==> src/rtl/stepper_pkg.sv <==
// stepper_pkg: shared state type and constants for the stepper sequencer
package stepper_pkg;

   typedef enum logic [1:0] {IDLE, ARM, STEP, RELEASE} stepper_state_t;

   // Two-phase-on full-step patterns, indexed by phase 0..3
   localparam logic [3:0][3:0] COIL_LUT = {4'b1001, 4'b1100, 4'b0110, 4'b0011};

   localparam int POS_W = 32;

endpackage

==> src/rtl/stepper_sequencer.sv <==
// stepper_sequencer: paces full-step coil phases from timer handshakes and tracks position
module stepper_sequencer
   import stepper_pkg::*;
#(
   parameter int STEP_W   = 16,
   parameter int PERIOD_W = 32
) (
   input  logic                clk,
   input  logic                n_reset,
   input  logic                cmd_valid,
   output logic                cmd_ready,
   input  logic [STEP_W-1:0]   cmd_steps,
   input  logic                cmd_dir,
   input  logic [PERIOD_W-1:0] cmd_period,
   input  logic                abort,
   output logic                timer_start,
   output logic [PERIOD_W-1:0] timer_count,
   input  logic                timer_done,
   output logic [3:0]          coils,
   output logic [POS_W-1:0]    position,
   output logic                busy,
   output logic                move_done,
   output logic                move_aborted
);

   stepper_state_t      state_q;
   logic [1:0]          phase_q;
   logic [STEP_W-1:0]   rem_q;
   logic [PERIOD_W-1:0] period_q;
   logic [POS_W-1:0]    pos_q;
   logic                dir_q;
   logic                abort_pend_q;
   logic                aborted_q;
   logic                done_q;
   logic                aborted_pulse_q;
   logic                abort_now;

   // An abort raised in the STEP cycle itself still counts for that step
   assign abort_now    = abort_pend_q | abort;
   assign cmd_ready    = state_q == IDLE;
   assign busy         = state_q != IDLE;
   assign timer_start  = state_q == ARM;
   assign timer_count  = period_q;
   assign coils        = COIL_LUT[phase_q];
   assign position     = pos_q;
   assign move_done    = done_q;
   assign move_aborted = aborted_pulse_q;

   // Move FSM: accept, arm timer, step on done, wait for done to drop, repeat
   always_ff @(posedge clk or negedge n_reset) begin
      if (!n_reset) begin
         state_q         <= IDLE;
         phase_q         <= 2'd0;
         rem_q           <= '0;
         period_q        <= '0;
         pos_q           <= '0;
         dir_q           <= 1'b0;
         abort_pend_q    <= 1'b0;
         aborted_q       <= 1'b0;
         done_q          <= 1'b0;
         aborted_pulse_q <= 1'b0;
      end else begin
         done_q          <= 1'b0;
         aborted_pulse_q <= 1'b0;
         if (state_q != IDLE && abort) abort_pend_q <= 1'b1;
         case (state_q)
            IDLE: if (cmd_valid) begin
               rem_q     <= cmd_steps;
               dir_q     <= cmd_dir;
               period_q  <= cmd_period;
               aborted_q <= 1'b0;
               if (cmd_steps == '0) done_q <= 1'b1;
               else state_q <= ARM;
            end
            ARM: if (timer_done) state_q <= STEP;
            STEP: begin
               if (abort_now) begin
                  rem_q     <= '0;
                  aborted_q <= 1'b1;
               end else begin
                  phase_q <= dir_q ? phase_q + 2'd1 : phase_q - 2'd1;
                  pos_q   <= dir_q ? pos_q + POS_W'(1) : pos_q - POS_W'(1);
                  rem_q   <= rem_q - STEP_W'(1);
               end
               state_q <= RELEASE;
            end
            RELEASE: if (!timer_done) begin
               if (rem_q == '0) begin
                  state_q         <= IDLE;
                  done_q          <= 1'b1;
                  aborted_pulse_q <= aborted_q;
                  abort_pend_q    <= 1'b0;
               end else begin
                  state_q <= ARM;
               end
            end
            default: state_q <= IDLE;
         endcase
      end
   end

endmodule

==> config.mk <==
export PLATFORM = sky130hd
export DESIGN_NAME = stepper_sequencer
export DESIGN_NICKNAME = d
export VERILOG_FILES = /design/src/rtl/stepper_pkg.sv /design/src/rtl/stepper_sequencer.sv
export SDC_FILE = /design/constraint.sdc
export NUM_CORES = 1
export LEC_CHECK = 0
export BUFFER_PORTS_ARGS = -buffer_cell sky130_fd_sc_hd__buf_4
export CAP_MARGIN = 20
export CORE_UTILIZATION = 50
export CTS_CLUSTER_DIAMETER = 200
export DETAILED_ROUTE_END_ITERATION = 8
export PLACE_DENSITY_LB_ADDON = 0.05
export SYNTH_ARGS = -nofsm -noshare
export SYNTH_HDL_FRONTEND = slang
export SYNTH_SLANG_ARGS = --single-unit
export TNS_END_PERCENT = 5
==> constraint.sdc <==
create_clock -name clk -period 5.1 [get_ports clk]
set_clock_uncertainty 0.15 [all_clocks]
set_input_delay 0.51 -clock clk [delete_from_list [all_inputs] [get_ports clk]]
set_output_delay 0.51 -clock clk [all_outputs]
set_load 0.02 [all_outputs]
After elaboration in Yosys (flattened, before gate mapping)
Cells that the tools add are included.
{"block": "totals", "register_bits": 89, "out_inout_bits": 73}
{"block": "classes", "add_sub_neg": 5, "n_lt_le_gt_ge": 1, "n_eq_ne": 8, "muxes": 28, "n_bitwise": 2, "reduce_logical": 11}
{"op": "$add A32 B1 Y32 const B", "n": 1}
{"op": "$logic_not A16 Y1", "n": 2}
{"op": "$mux W16", "n": 2}
{"op": "$mux W32", "n": 1}
{"op": "$pmux W16 S2", "n": 1}
{"op": "$sub A32 B1 Y32 const B", "n": 1}
{"op": "$sub A16 B1 Y16 const B", "n": 1}
{"op": "$mux W1", "n": 14}
{"op": "$mux W2", "n": 5}
{"op": "$bmux W4 S2", "n": 1}
{"op": "$ne A2 B2 Y1 const B", "n": 4}
{"op": "$pmux W2 S4", "n": 1}
{"op": "$reduce_and A2 Y1", "n": 3}
{"op": "$eq A2 B2 Y1 const B", "n": 2}
{"op": "$mux W4", "n": 1}
{"op": "$pmux W1 S2", "n": 2}
{"op": "$reduce_and A4 Y1", "n": 1}
{"op": "$reduce_bool A2 Y1", "n": 2}
{"op": "$lt A2 B3 Y1 const B", "n": 1}
{"op": "$reduce_and A3 Y1", "n": 1}
{"op": "$add A2 B1 Y2 const B", "n": 1}
{"op": "$eq A2 B1 Y1 const B", "n": 1}
{"op": "$logic_not A2 Y1", "n": 1}
{"op": "$ne A2 B1 Y1 const B", "n": 1}
{"op": "4 further kinds", "n": 4}

Depth between registers and ports, before layout
{"block": "depth", "depth_word": 6, "depth_mapped": 10}

Worst setup path before layout
Ideal clock, no wire load.
{"block": "synth_timing", "kind": "register to register", "start": "reg dir_q", "end": "reg pos_q[28] (netlist: position[28])", "arrival_time_ns": 2.767, "slack_ns": 2.113, "stages_incl_launch_ff": 10, "cell_sequence": "dfrtp_1 > inv_1 > ha_1 > nand3_2 > or2_4 > a211oi_4 > o21ai_2 > o211a_1 > or4_1 > nand3_1"}
{"block": "synth_between", "elab_chain_len": 1}
{"element": "from (decl)", "line": "stepper_sequencer.sv:31", "rtl": "logic dir_q;"}
{"element": "from (signal assigned)", "line": "stepper_sequencer.sv:69", "rtl": "dir_q <= cmd_dir;"}
{"element": "$mux W32", "line": "stepper_sequencer.sv:82", "rtl": "pos_q <= dir_q ? pos_q + POS_W'(1) : pos_q - POS_W'(1);"}
{"element": "to (signal assigned)", "line": "stepper_sequencer.sv:82"}
{"element": "to (decl)", "line": "stepper_sequencer.sv:30", "rtl": "logic [POS_W-1:0] pos_q;"}
No other way between the ends.
A chain may end at the register's enable or synchronous reset.

Final worst setup path
{"block": "layout_timing", "start": "reg dir_q", "end": "reg pos_q[17] (netlist: position[17])"}
Same word-level chain as after synthesis.

==> impl_metrics.py <==
metrics = {
    "sta": {
        "clock.fmax_mhz": 293.4,
        "hold_violations": 0,
        "setup_viol": 0,
        "slew_viol_final": 0,
        "min_period_over_period_pct": 66.82,
        "tightest_slew_ps": 834.3,
        "relSlewSlack_pct": 44.38,
        "rsz0062_at_grt": "false",
        "setup_slack_ps": 1692,
        "min_period_ps": 3408,
        "fin_setup_tns_ps": 0,
    },
    "global_route": {
        "grt_overflow": 0,
        "antenna_found_initial": 0,
        "grt_pass1_wl_mm": 22.58,
        "grt_start_max_net_pins": 73,
        "track_usage_pct": 24.92,
        "first_global_vias": 4683,
    },
    "floorplan": {
        "io_pins": 127,
        "die_y_um": 107.7,
        "core_um2": 10840,
        "start_util_pct": 51.54,
        "die_w_um": 107.7,
        "fp.dieArea_um2": 11600,
        "rows": 38,
    },
    "setup_path": {
        "max_stage_delay_ps": 610,
        "arrival_ps": 3500,
        "worstPathCellList": "inv_1 > ha_1 > a21oi_1 > o21ai_0 > a221oi_1 > o21ai_0 > a21oi_1 > xor2_1 > o21ai_0",
        "worst_path_max_delay_cell": "a221oi_1",
        "endpoint_kind": "flop",
        "r2r_cells": 9,
        "setup.worst_path.class": "reg -> reg",
        "cp_common_cell": "o21ai_0",
        "required_ps": 5190,
        "path_max_fanout": 17,
        "path_buf_inv": 1,
        "critical_path_depth": 9,
        "cp_top_family": "compound AO/OA/AOI/OAI gates",
        "start_kind": "flop",
    },
    "final_layout": {
        "n_fill_cell": 952,
        "layout-drive-gt1-share_pct": 26.40,
        "fin_cells": 871,
        "nets": 817,
        "syn2layout_area_growth_pct": 22.69,
        "n_antenna_cell": 0,
        "fin_area_um2": 6854,
    },
    "drt": {
        "vias": 4918,
        "post_drt_wl_per_cell_um": 15.67,
        "drc_errors": 0,
        "routed_wl_mm": 13.65,
        "antenna_left": 0,
        "drtPass1Iterations": 4,
        "via_per_inst": 5.646,
        "drt-initial-drc-count": 197,
    },
    "place": {
        "dp_cells": 854,
        "place_ws_ps": 1768,
        "gp_congestion": 0.8969,
        "io_buffer_count": 126,
        "dp_hpwl_mm": 10.14,
        "place_area_um2": 6641,
    },
    "synth": {
        "synth-edff-count": 0,
        "synth_area_um2": 5587,
        "synthDistinctLibCells": 62,
        "async_flop_share_pct": 100.0,
        "synth_area_leaders": "dfrtp_1 40%, ha_1 8.1%, mux2_2 6.7%, o21ai_0 6.5%, nand2_1 4.8%",
        "yosysWarnings": 0,
        "synth_top_area_share_pct": 39.87,
        "synth.largest_area_cell": "dfrtp_1",
        "synth_ff_type": "dfrtp_1",
        "synth_seq_cells": 89,
        "postSynthCellCount": 611,
        "seq_area_frac_synth_pct": 39.87,
        "syn_avg_cell_area_um2": 9.143,
        "syn-num-nets": 702,
    },
    "status": {
        "status": "finished, final reports clean",
    },
    "cts": {
        "cts.path.max_buffers": 2,
        "cts_resized": 0,
        "clockRootBuffer": "clkbuf_8",
        "cts.sinks": 89,
        "clk_pin_slew_ps": 100,
        "clock_latency_ps": 380,
        "cts_post_setup_buffers_inserted": 0,
        "numCtsBuffers": 9,
        "tritoncts": "yes",
        "cts-htree-levels": 3,
    },
    "worst_hold_path": {
        "hp-class": "in -> reg",
        "min_path_cells": 2,
    },
    "power_and_ir_drop": {
        "irDropWorstVdd_mv": 0.3548,
        "p_per_area_nw_per_um2": 699.7,
        "p_leak_uw": 0.003185,
    },
    "job": {
        "cap_violations": 0,
    },
}
[cell families (layout without fill, tap and decap cells)]
logic type	Yosys count	after routing	share of synthesized area, %
compound gates	184	184	20.74
xor+xnor	28	28	4.390
fa+ha+maj	37	37	8.421
mux	34	34	6.831
simple gates	190	190	16.30
buf+inv	49	169	3.449
flops	89	89	39.87
[repair_timing]
item	in CTS	in global routing
hold buffers	1	0
endpoints found under the setup margin	0	0
hold endpoints to repair	21	0
[Yosys cell counts, types with 2 or more instances]
library cell and count:
a21oi_1 40, a32oi_1 3, and3_1 7, nor4_1 10, nand3_1 13, or3_1 3, a211o_1 2, and4_1 3
ha_1 36, mux2_2 33, a21o_1 13, nor3_1 13, xor2_1 10, buf_2 4, o21bai_1 5, nand4_1 14
xnor2_1 18, o21a_1 3, inv_1 20, nand2_1 72, nand2b_1 8, nor2_1 33, a31oi_1 3, dfrtp_1 89
o31ai_1 6, nor2b_1 4, o21ai_0 72, a211oi_1 2, o211ai_1 5, buf_1 2, a22oi_1 5, clkbuf_1 22
a221oi_1 4, and2_1 3, a21boi_0 3, a31o_2 2
[through the flow]
| stage | total power, uW | utilization, % | hold WS, ps |
|---|---|---|---|
| floorplan | 3379 | - | 64.41 |
| global placement | 4214 | 61.27 | 272.1 |
| detailed placement | 4274 | 61.27 | 283.2 |
| CTS | 4802 | 63.23 | 196.4 |
| global route | 5205 | 63.23 | 192.1 |
| finish | 4796 | 63.23 | 203.1 |
[path summary, 6_finish.rpt]
check	slack, ps	start	to
max in group asynchronous	3270	n_reset	rem_q[6]
setup reg to reg	1690	dir_q	position[17]
hold / removal	200	cmd_period[15]	timer_count[15]
hold reg to reg	340	position[31]	position[31]
setup / recovery	1690	dir_q	position[17]
min in group asynchronous	410	n_reset	position[23]
[registers in the layout, indices dropped and copies added, names as in the netlist]
name and flops:
timer_count 32, position 32, dir_q 1, abort_pend_q 1, move_done 1, move_aborted 1
phase_q 2, state_q 2, aborted_q 1, rem_q 16
[routing by layer]
layer	GRT usage (%)	wire [um]	up-vias
met4	10.27	402	0
met3	4.298	544	33
li1	-	-	2450
met1	31.59	5987	2316
met5	0	0	-
met2	41.85	6717	119
[area by class of cell]
cell class,count,area [um^2],area share [%]
flip-flops and latches,89,2227,32.49
clock buffers,10,127.6,1.862
clock inverters,6,75.07,1.095
multi-input cells,473,3173,46.29
repair buffers,133,1001,14.60
inverters,20,75.07,1.095
well taps,140,175.2,2.556
[layout by cell type (no fill, tap or decap), types with 18 or more instances in the layout]
| cell type | count |
|---|---|
| buf_4 | 132 |
| dfrtp_1 | 89 |
| nand2_1 | 72 |
| o21ai_0 | 72 |
| a21oi_1 | 40 |
| ha_1 | 36 |
| nor2_1 | 33 |
| mux2_2 | 33 |
| inv_1 | 20 |
| xnor2_1 | 18 |
[worst reg2reg max path, delay by kind of cell, from the launching register on]
kind | cells | cell delay (ps)
xor gates and xnor gates | 1 | 170
AOI/OAI and AO/OA | 6 | 1600
adders and majority gates | 1 | 420
buffers and inverters | 1 | 470
DFF | 1 | 460
[report_power, final]
part | switching (uW) | internal [uW] | total (uW)
sequential | 212 | 986 | 1200
clock | 280 | 235 | 515
combinational | 1790 | 1290 | 3080
total | 2280 | 2510 | 4800
Note: power is estimated with default switching activity, not from simulation.
